[src/rtl/uart_cmd_responder.sv]
// uart_cmd_responder: serial register-access responder between uart_rx and uart_tx.
// Parses A5/addr/data write frames and 5A/addr read frames, runs them against an
// internal 8-bit register file, and queues one response per frame to uart_tx
// through a small FIFO.
// Optional build macro UART_RSP_CHECKSUM_EN: every frame carries a trailing XOR
// checksum byte, and each read answers with two bytes (data, then its checksum).
//
// Parser states
//   state  | meaning
//   S_CMD  | waiting for a command byte (A5 write, 5A read, anything else is NAKed)
//   S_ADDR | waiting for the address byte
//   S_DATA | waiting for the write data byte
//   S_CSUM | waiting for the checksum byte (checksum build only)
//   S_EXEC | single cycle: apply the write or read and queue the response
//
// TX sequencer states
//   state  | meaning
//   T_IDLE | a byte can be launched when the FIFO has data and uart_tx is not busy
//   T_WAIT | one byte outstanding; waiting for the rising edge of i_Tx_Done

module uart_cmd_responder #(
    parameter int REG_COUNT    = 4,
    parameter int FIFO_DEPTH   = 4,
    parameter int IDLE_TIMEOUT = 1000
) (
    input  logic                   i_Clock,
    input  logic                   i_Reset,
    input  logic                   i_Rx_DV,
    input  logic [7:0]             i_Rx_Byte,
    input  logic                   i_Tx_Active,
    input  logic                   i_Tx_Done,
    output logic                   o_Tx_DV,
    output logic [7:0]             o_Tx_Byte,
    output logic [8*REG_COUNT-1:0] o_Regs,
    output logic                   o_Frame_Abort,
    output logic                   o_Overflow
);

    localparam logic [7:0] CMD_WR  = 8'hA5;
    localparam logic [7:0] CMD_RD  = 8'h5A;
    localparam logic [7:0] RSP_ACK = 8'h06;
    localparam logic [7:0] RSP_NAK = 8'h15;

    localparam int PW = $clog2(FIFO_DEPTH);
    localparam int CW = PW + 1;
    localparam int TW = $clog2(IDLE_TIMEOUT + 1);
    localparam logic [TW-1:0] TMR_LOAD = TW'(IDLE_TIMEOUT);

    typedef enum logic [2:0] {S_CMD, S_ADDR, S_DATA, S_CSUM, S_EXEC} p_state_t;
    typedef enum logic {T_IDLE, T_WAIT} t_state_t;

`ifdef UART_RSP_CHECKSUM_EN
    localparam p_state_t S_TAIL = S_CSUM;
`else
    localparam p_state_t S_TAIL = S_EXEC;
`endif

    p_state_t p_state, p_nxt;
    t_state_t t_state, t_nxt;

    logic                   rx_dv_q;
    logic                   rx_stb;
    logic                   pend_vld;
    logic [7:0]             pend_byte;
    logic                   stb;
    logic [7:0]             byte_in;

    logic                   is_wr_q;
    logic [7:0]             addr_q;
    logic [7:0]             data_q;
    logic [TW-1:0]          tmr;
    logic                   timed;

    logic                   lat_cmd, lat_addr, lat_data, do_exec, abort, nak_cmd;
    logic                   addr_ok, csum_bad, frame_bad;
    logic [7:0]             rd_data;
    logic [8*REG_COUNT-1:0] regs_q;

    logic [1:0]             push_n;
    logic [7:0]             push_b0, push_b1;
    logic                   push_ok;
    logic                   pop;

    logic [7:0]             mem [FIFO_DEPTH];
    logic [PW-1:0]          wr_ptr, rd_ptr, wr_ptr_p1;
    logic [CW-1:0]          count, free;

    logic                   tx_done_q;
    logic                   done_rise;

    // Byte strobes; a byte arriving during S_EXEC is parked and replayed in S_CMD.
    assign rx_stb    = i_Rx_DV & ~rx_dv_q;
    assign stb       = rx_stb | pend_vld;
    assign byte_in   = pend_vld ? pend_byte : i_Rx_Byte;
    assign timed     = (p_state == S_ADDR) || (p_state == S_DATA) || (p_state == S_CSUM);
    assign addr_ok   = addr_q < 8'(REG_COUNT);
    assign frame_bad = !addr_ok || csum_bad;
    assign done_rise = i_Tx_Done & ~tx_done_q;
    assign o_Regs    = regs_q;

    // Read mux over the register file.
    always_comb begin
        rd_data = 8'h00;
        for (int n = 0; n < REG_COUNT; n++) begin
            if (addr_q == 8'(n)) rd_data = regs_q[8*n +: 8];
        end
    end

    // Parser state register.
    always_ff @(posedge i_Clock or posedge i_Reset) begin
        if (i_Reset) p_state <= S_CMD;
        else         p_state <= p_nxt;
    end

    // Parser next state and byte-latch controls.
    always_comb begin
        p_nxt    = p_state;
        lat_cmd  = 1'b0;
        lat_addr = 1'b0;
        lat_data = 1'b0;
        do_exec  = 1'b0;
        abort    = 1'b0;
        nak_cmd  = 1'b0;
        case (p_state)
            S_CMD: begin
                if (stb) begin
                    if (byte_in == CMD_WR || byte_in == CMD_RD) begin
                        lat_cmd = 1'b1;
                        p_nxt   = S_ADDR;
                    end else begin
                        nak_cmd = 1'b1;
                    end
                end
            end
            S_ADDR: begin
                if (stb) begin
                    lat_addr = 1'b1;
                    p_nxt    = is_wr_q ? S_DATA : S_TAIL;
                end else if (tmr == '0) begin
                    abort = 1'b1;
                    p_nxt = S_CMD;
                end
            end
            S_DATA: begin
                if (stb) begin
                    lat_data = 1'b1;
                    p_nxt    = S_TAIL;
                end else if (tmr == '0) begin
                    abort = 1'b1;
                    p_nxt = S_CMD;
                end
            end
            S_CSUM: begin
                if (stb) begin
                    p_nxt = S_EXEC;
                end else if (tmr == '0) begin
                    abort = 1'b1;
                    p_nxt = S_CMD;
                end
            end
            S_EXEC: begin
                do_exec = 1'b1;
                p_nxt   = S_CMD;
            end
            default: p_nxt = S_CMD;
        endcase
    end

    // Response selection for the current cycle.
    always_comb begin
        push_n  = 2'd0;
        push_b0 = 8'h00;
        push_b1 = 8'h00;
        if (nak_cmd) begin
            push_n  = 2'd1;
            push_b0 = RSP_NAK;
        end else if (do_exec) begin
            if (frame_bad) begin
                push_n  = 2'd1;
                push_b0 = RSP_NAK;
            end else if (is_wr_q) begin
                push_n  = 2'd1;
                push_b0 = RSP_ACK;
            end else begin
`ifdef UART_RSP_CHECKSUM_EN
                push_n  = 2'd2;
                push_b0 = rd_data;
                push_b1 = rd_data;
`else
                push_n  = 2'd1;
                push_b0 = rd_data;
`endif
            end
        end
    end

    // Edge detect, frame fields, idle timer, abort pulse and register writes.
    // rx_dv_q resets high so a DV held across reset release is not taken as a byte.
    always_ff @(posedge i_Clock or posedge i_Reset) begin
        if (i_Reset) begin
            rx_dv_q       <= 1'b1;
            pend_vld      <= 1'b0;
            pend_byte     <= 8'h00;
            is_wr_q       <= 1'b0;
            addr_q        <= 8'h00;
            data_q        <= 8'h00;
            tmr           <= TMR_LOAD;
            o_Frame_Abort <= 1'b0;
            regs_q        <= '0;
        end else begin
            rx_dv_q       <= i_Rx_DV;
            o_Frame_Abort <= abort;
            if (p_state == S_EXEC && rx_stb) begin
                pend_vld  <= 1'b1;
                pend_byte <= i_Rx_Byte;
            end else if (p_state == S_CMD) begin
                pend_vld  <= 1'b0;
            end
            if (lat_cmd)  is_wr_q <= (byte_in == CMD_WR);
            if (lat_addr) addr_q  <= byte_in;
            if (lat_data) data_q  <= byte_in;
            if (timed && !stb && tmr != '0) tmr <= tmr - TW'(1);
            else                            tmr <= TMR_LOAD;
            if (do_exec && is_wr_q && !frame_bad) begin
                for (int n = 0; n < REG_COUNT; n++) begin
                    if (addr_q == 8'(n)) regs_q[8*n +: 8] <= data_q;
                end
            end
        end
    end

`ifdef UART_RSP_CHECKSUM_EN
    logic [7:0] xor_q;
    logic       csum_bad_q;

    // Running XOR of the frame bytes and the verdict on the trailing checksum.
    always_ff @(posedge i_Clock or posedge i_Reset) begin
        if (i_Reset) begin
            xor_q      <= 8'h00;
            csum_bad_q <= 1'b0;
        end else begin
            if (lat_cmd)                    xor_q <= byte_in;
            else if (lat_addr || lat_data)  xor_q <= xor_q ^ byte_in;
            if (p_state == S_CSUM && stb)   csum_bad_q <= (byte_in != xor_q);
        end
    end

    assign csum_bad = csum_bad_q;
`else
    assign csum_bad = 1'b0;
`endif

    // FIFO bookkeeping: a response is accepted whole or not at all.
    always_comb begin
        free      = CW'(FIFO_DEPTH) - count;
        push_ok   = (push_n != 2'd0) && (CW'(push_n) <= free);
        wr_ptr_p1 = wr_ptr + PW'(1);
    end

    // FIFO storage.
    always_ff @(posedge i_Clock) begin
        if (push_ok) begin
            mem[wr_ptr] <= push_b0;
            if (push_n == 2'd2) mem[wr_ptr_p1] <= push_b1;
        end
    end

    // FIFO pointers, occupancy and sticky overflow.
    always_ff @(posedge i_Clock or posedge i_Reset) begin
        if (i_Reset) begin
            wr_ptr     <= '0;
            rd_ptr     <= '0;
            count      <= '0;
            o_Overflow <= 1'b0;
        end else begin
            if (push_ok) wr_ptr <= wr_ptr + PW'(push_n);
            if (pop)     rd_ptr <= rd_ptr + PW'(1);
            count <= count + (push_ok ? CW'(push_n) : CW'(0)) - CW'(pop);
            if (push_n != 2'd0 && !push_ok) o_Overflow <= 1'b1;
        end
    end

    // TX sequencer state register and launch registers.
    always_ff @(posedge i_Clock or posedge i_Reset) begin
        if (i_Reset) begin
            t_state   <= T_IDLE;
            tx_done_q <= 1'b0;
            o_Tx_DV   <= 1'b0;
            o_Tx_Byte <= 8'h00;
        end else begin
            t_state   <= t_nxt;
            tx_done_q <= i_Tx_Done;
            o_Tx_DV   <= pop;
            if (pop) o_Tx_Byte <= mem[rd_ptr];
        end
    end

    // TX sequencer next state: one byte in flight at a time.
    always_comb begin
        t_nxt = t_state;
        pop   = 1'b0;
        case (t_state)
            T_IDLE: begin
                if (count != '0 && !i_Tx_Active) begin
                    pop   = 1'b1;
                    t_nxt = T_WAIT;
                end
            end
            T_WAIT: begin
                if (done_rise) t_nxt = T_IDLE;
            end
            default: t_nxt = T_IDLE;
        endcase
    end

endmodule

[config.mk]
export PLATFORM = sky130hd
export DESIGN_NAME = uart_cmd_responder
export DESIGN_NICKNAME = d
export VERILOG_FILES = /design/src/rtl/uart_cmd_responder.sv
export SDC_FILE = /design/constraint.sdc
export NUM_CORES = 1
export LEC_CHECK = 0
export ABC_AREA = 1
export CORE_MARGIN = 1
export CORE_UTILIZATION = 45
export CTS_CLUSTER_DIAMETER = 150
export CTS_CLUSTER_SIZE = 40
export DETAILED_ROUTE_END_ITERATION = 10
export DONT_BUFFER_PORTS = 1
export GPL_ROUTABILITY_DRIVEN = 0
export PLACE_DENSITY = 0.56
export SLEW_MARGIN = 30
export SYNTH_ARGS = -nofsm -noshare
export SYNTH_HDL_FRONTEND = slang
export SYNTH_SLANG_ARGS = --single-unit
[constraint.sdc]
create_clock -name i_Clock -period 9.3 [get_ports i_Clock]
set_input_delay 1.86 -clock i_Clock [delete_from_list [all_inputs] [get_ports i_Clock]]
set_output_delay 1.86 -clock i_Clock [all_outputs]
set_load 0.01 [all_outputs]
==> out/qor.yml <==
run_status:
  status: "completed"
cts:
  clock-sinks: 124
  worstSkewPairLatency_ns: 0.41
  cts_buffer_depth: 2
  cts_resized: 0
  ctsHoldBuffers: 0
  cts_setup_buffers: 0
  cts_tree: "built"
  clockRootBuffer: "clkbuf_16"
  cts_buffers: 17
  cts_max_level: 4
  clkTransAtPathRegs_ns: 0.05
synth:
  synth_compound_area_share_pct: 10.3
  synth-adder-area-share_pct: 1.47
  synth.mux.area_fraction_pct: 0.201
  synthesis.area_mm2: 0.00561
  syn_inst: 606
  yosysTopAreaCell: "dfrtp_1"
  synthDominantCellAreaShare_pct: 37.9
  synth_edf_count: 32
  ys_ff_latch: 124
  seq_area_frac_synth_pct: 58.3
  syn_nets: 625
  ys_top_cells_by_area: "dfrtp_1, edfxtp_1, nand2_1, nor2_1, inv_1"
  async_flop_share_pct: 74.2
  synthDistinctLibCells: 42
  synthFlopType: "dfrtp_1"
  synthSimpleGateAreaFrac_pct: 22.2
  synth_top_family_by_area: "simple AND/OR/NAND/NOR gates"
  avgSynthCellArea_um2: 9.26
  synthXorXnorAreaFrac_pct: 1.09
  yosysWarningCount: 0
critical_path:
  crit_fanout: 6
  r2r-end: "count[2]$_DFF_PP0_"
  path_delay_family: "adder cells"
  critPathRequiredTime_ns: 9.63
  r2r-start: "pend_vld$_DFFE_PP0P_"
  worstPathCellList: "inv_1 -> nor2_1 -> nor2_4 -> nor2_1 -> nand3_4 -> nand2_4 -> nand2_2 -> ha_1 -> inv_1 -> ha_1 -> inv_1 -> fa_1 -> xnor2_1 -> xor2_1"
  startpoint_type: "input port"
  critPathArrivalTime_ns: 3.86
  setup.worst_path.end_class: "register"
  crit_type: "input port to register"
  critPathBufInv: 3
  max_stage_delay_ns: 0.37
  crit_slowest_cell: "fa_1"
  rrSetupSlack_ns: 6.34
  reg2reg_depth: 17
  path_common_cell: "inv_1"
sta:
  slew_headroom_pct: 46.7
  rsz0062_at_grt: "false"
  setup_tns_ns: 0
  setup_viol: 0
  finalCritPeriodShare_pct: 38.0
  worstMarginPinSlew_ns: 0.797
  period_needed_ns: 3.53
  hold_viol: 0
  skew_ns: 0.00484
  maxSlewViolCount: 0
  fmax_ghz: 0.283
global_routing:
  antenna_found_initial: 0
  gr-usage-all-layers_pct: 19.5
  grt_pass1_vias: 3800
  grt-ovfl-total: 0
  grt_pass1_wl_mm: 19.2
  grt_max_degree: 80
pwr:
  internal_power_uw: 1140
  comb_power_share_pct: 12.9
  power_density_mw_per_mm2: 245
  p_seq_share_pct: 43.2
  share_clk_of_total_power_pct: 43.9
  switching_share_pct: 26.8
  power.total_uw: 1560
  power.switching_uw: 417
  p_leak_uw: 0.00282
  peakVddDrop_mv: 0.152
worst_hold_path:
  hp-class: "register to register"
  hold_path_end: "tmr[0]$_DFF_PP0_"
  min_from: "tmr[0]$_DFF_PP0_"
  hold_path_depth: 1
floorplanning:
  dieArea_mm2: 0.0129
  initial_core_util_pct: 46.5
  fp.dieW_um: 114
  io_pins: 56
  die_y_um: 114
  row_count: 40
  core-area_mm2: 0.0121
drt:
  ant_nets: 0
  vias: 3890
  via_per_inst: 4.91
  drc: 0
  routed_wl_mm: 11.4
  wire_per_inst_um: 14.4
  firstDrtPassIters: 4
  drt-initial-drc-count: 202
final_layout:
  n_antenna_cell: 0
  synthToLayoutAreaGrowth_pct: 13.2
  drive_above_1_share_pct: 14.6
  final_nets: 630
job:
  drv_cap: 0
placed_design:
  port_buffers: 0
  hpwlAfterDp_mm: 7.94
-- cell type report --
type,count,area (µm²)
fillers,1104,5710
flip-flops and latches,124,3270
multi-input cells,399,1980
clock buffers,19,443
inverters,67,259
well taps,168,210
clock inverters,13,173
repair buffers,2,18.8
-- through the flow --
step                      instances  utilization (%)  worst slack [ns]  instance area, µm²  hold WS [ns]
final                           792             52.7              5.77                6350         0.443
after global routing            792             52.7              5.56                6350         0.470
after detailed placement        760             47.6              5.31                5740         0.441
after global placement          760             47.6              5.38                5740         0.436
after floorplan                 606                -              5.06                5610         0.422
after CTS                       792             52.7              5.75                6350         0.448
-- sequential cells by signal (all words and copies together), names as in the netlist, 3 cells and up --
signal / count
mem: 32
o_Regs: 32
tmr: 10
addr_q: 8
data_q: 8
o_Tx_Byte: 8
pend_byte: 8
count: 3
p_state: 3
-- worst max-delay path by stage --
stage               cells past startpoint                     to    start
floorplan                               1  addr_q[0]$_DFFE_PP0P_  i_Reset
global placement                       14     count[2]$_DFF_PP0_  i_Rx_DV
detailed placement                     14     count[2]$_DFF_PP0_  i_Rx_DV
CTS                                    14     count[2]$_DFF_PP0_  i_Rx_DV
global route                           14     count[2]$_DFF_PP0_  i_Rx_DV
finish                                 14     count[2]$_DFF_PP0_  i_Rx_DV
-- layout by cell type (no fill, tap or decap), types with 7 or more instances in the layout --
| cell | synthesis | routed |
|---|---|---|
| a21oi_1 | 12 | 12 |
| nand2_1 | 152 | 152 |
| edfxtp_1 | 32 | 32 |
| nor3_1 | 7 | 7 |
| a31oi_1 | 8 | 8 |
| inv_1 | 56 | 55 |
| nand2_2 | 14 | 14 |
| nand3_1 | 11 | 11 |
| inv_2 | 10 | 10 |
| dfstp_2 | 7 | 7 |
| o21ai_1 | 35 | 35 |
| o21ai_0 | 38 | 38 |
| clkbuf_16 | 0 | 17 |
| nor2_1 | 70 | 70 |
| dfrtp_1 | 85 | 85 |
| o21ai_2 | 8 | 8 |
-- cell usage after synthesis, drive strengths merged, types with 4 or more instances --
| master | instances |
|---|---|
| buf | 11 |
| o22ai | 4 |
| a31oi | 8 |
| o21ai | 81 |
| xor2 | 6 |
| nand2 | 167 |
| edfxtp | 32 |
| inv | 67 |
| ha | 5 |
| nor3 | 9 |
| clkbuf | 5 |
| dfrtp | 85 |
| nand3 | 16 |
| nor2 | 79 |
| a21oi | 12 |
| nand4 | 4 |
| dfstp | 7 |
-- power groups by stage --
stage | Clock, µW | Combinational, µW | Sequential, µW
final | 684 | 201 | 673
after global routing | 718 | 239 | 683
after CTS | 694 | 205 | 675
after detailed placement | 0 | 204 | 684
after global placement | 0 | 199 | 682
after floorplan | 0 | 180 | 656
-- worst register-to-register path, cell delays in order, from the launching register on --
cell	delay (ns)
dfrtp_1	0.79
inv_6	0.14
nand2_1	0.09
nand2_1	0.06
inv_1	0.10
nand2_1	0.06
nor2_1	0.12
nand2_2	0.10
nand3_4	0.10
nand2_4	0.08
nand2_2	0.07
ha_1	0.22
inv_1	0.06
ha_1	0.13
inv_1	0.04
fa_1	0.37
xnor2_1	0.18
xor2_1	0.17
-- cell families after synthesis --
kind of cell	count (synthesis)
AO/OA/AOI/OAI	106
XOR/XNOR	7
adder cells (fa/ha/maj)	6
buffers and inverters	83
flip-flops	124
multiplexers	1
AND/OR/NAND/NOR	279
-- routing by layer --
metal	GRT usage (%)	share of wire [%]	vias to the layer above	routed length [µm]
li1	-	-	1980	-
met1	25.0	47	1819	5350
met2	31.1	47	73	5310
met3	6.22	5.0	18	572
met4	7.46	1.6	0	182
met5	0	0	-	0
(Power assumes the default switching activity.)
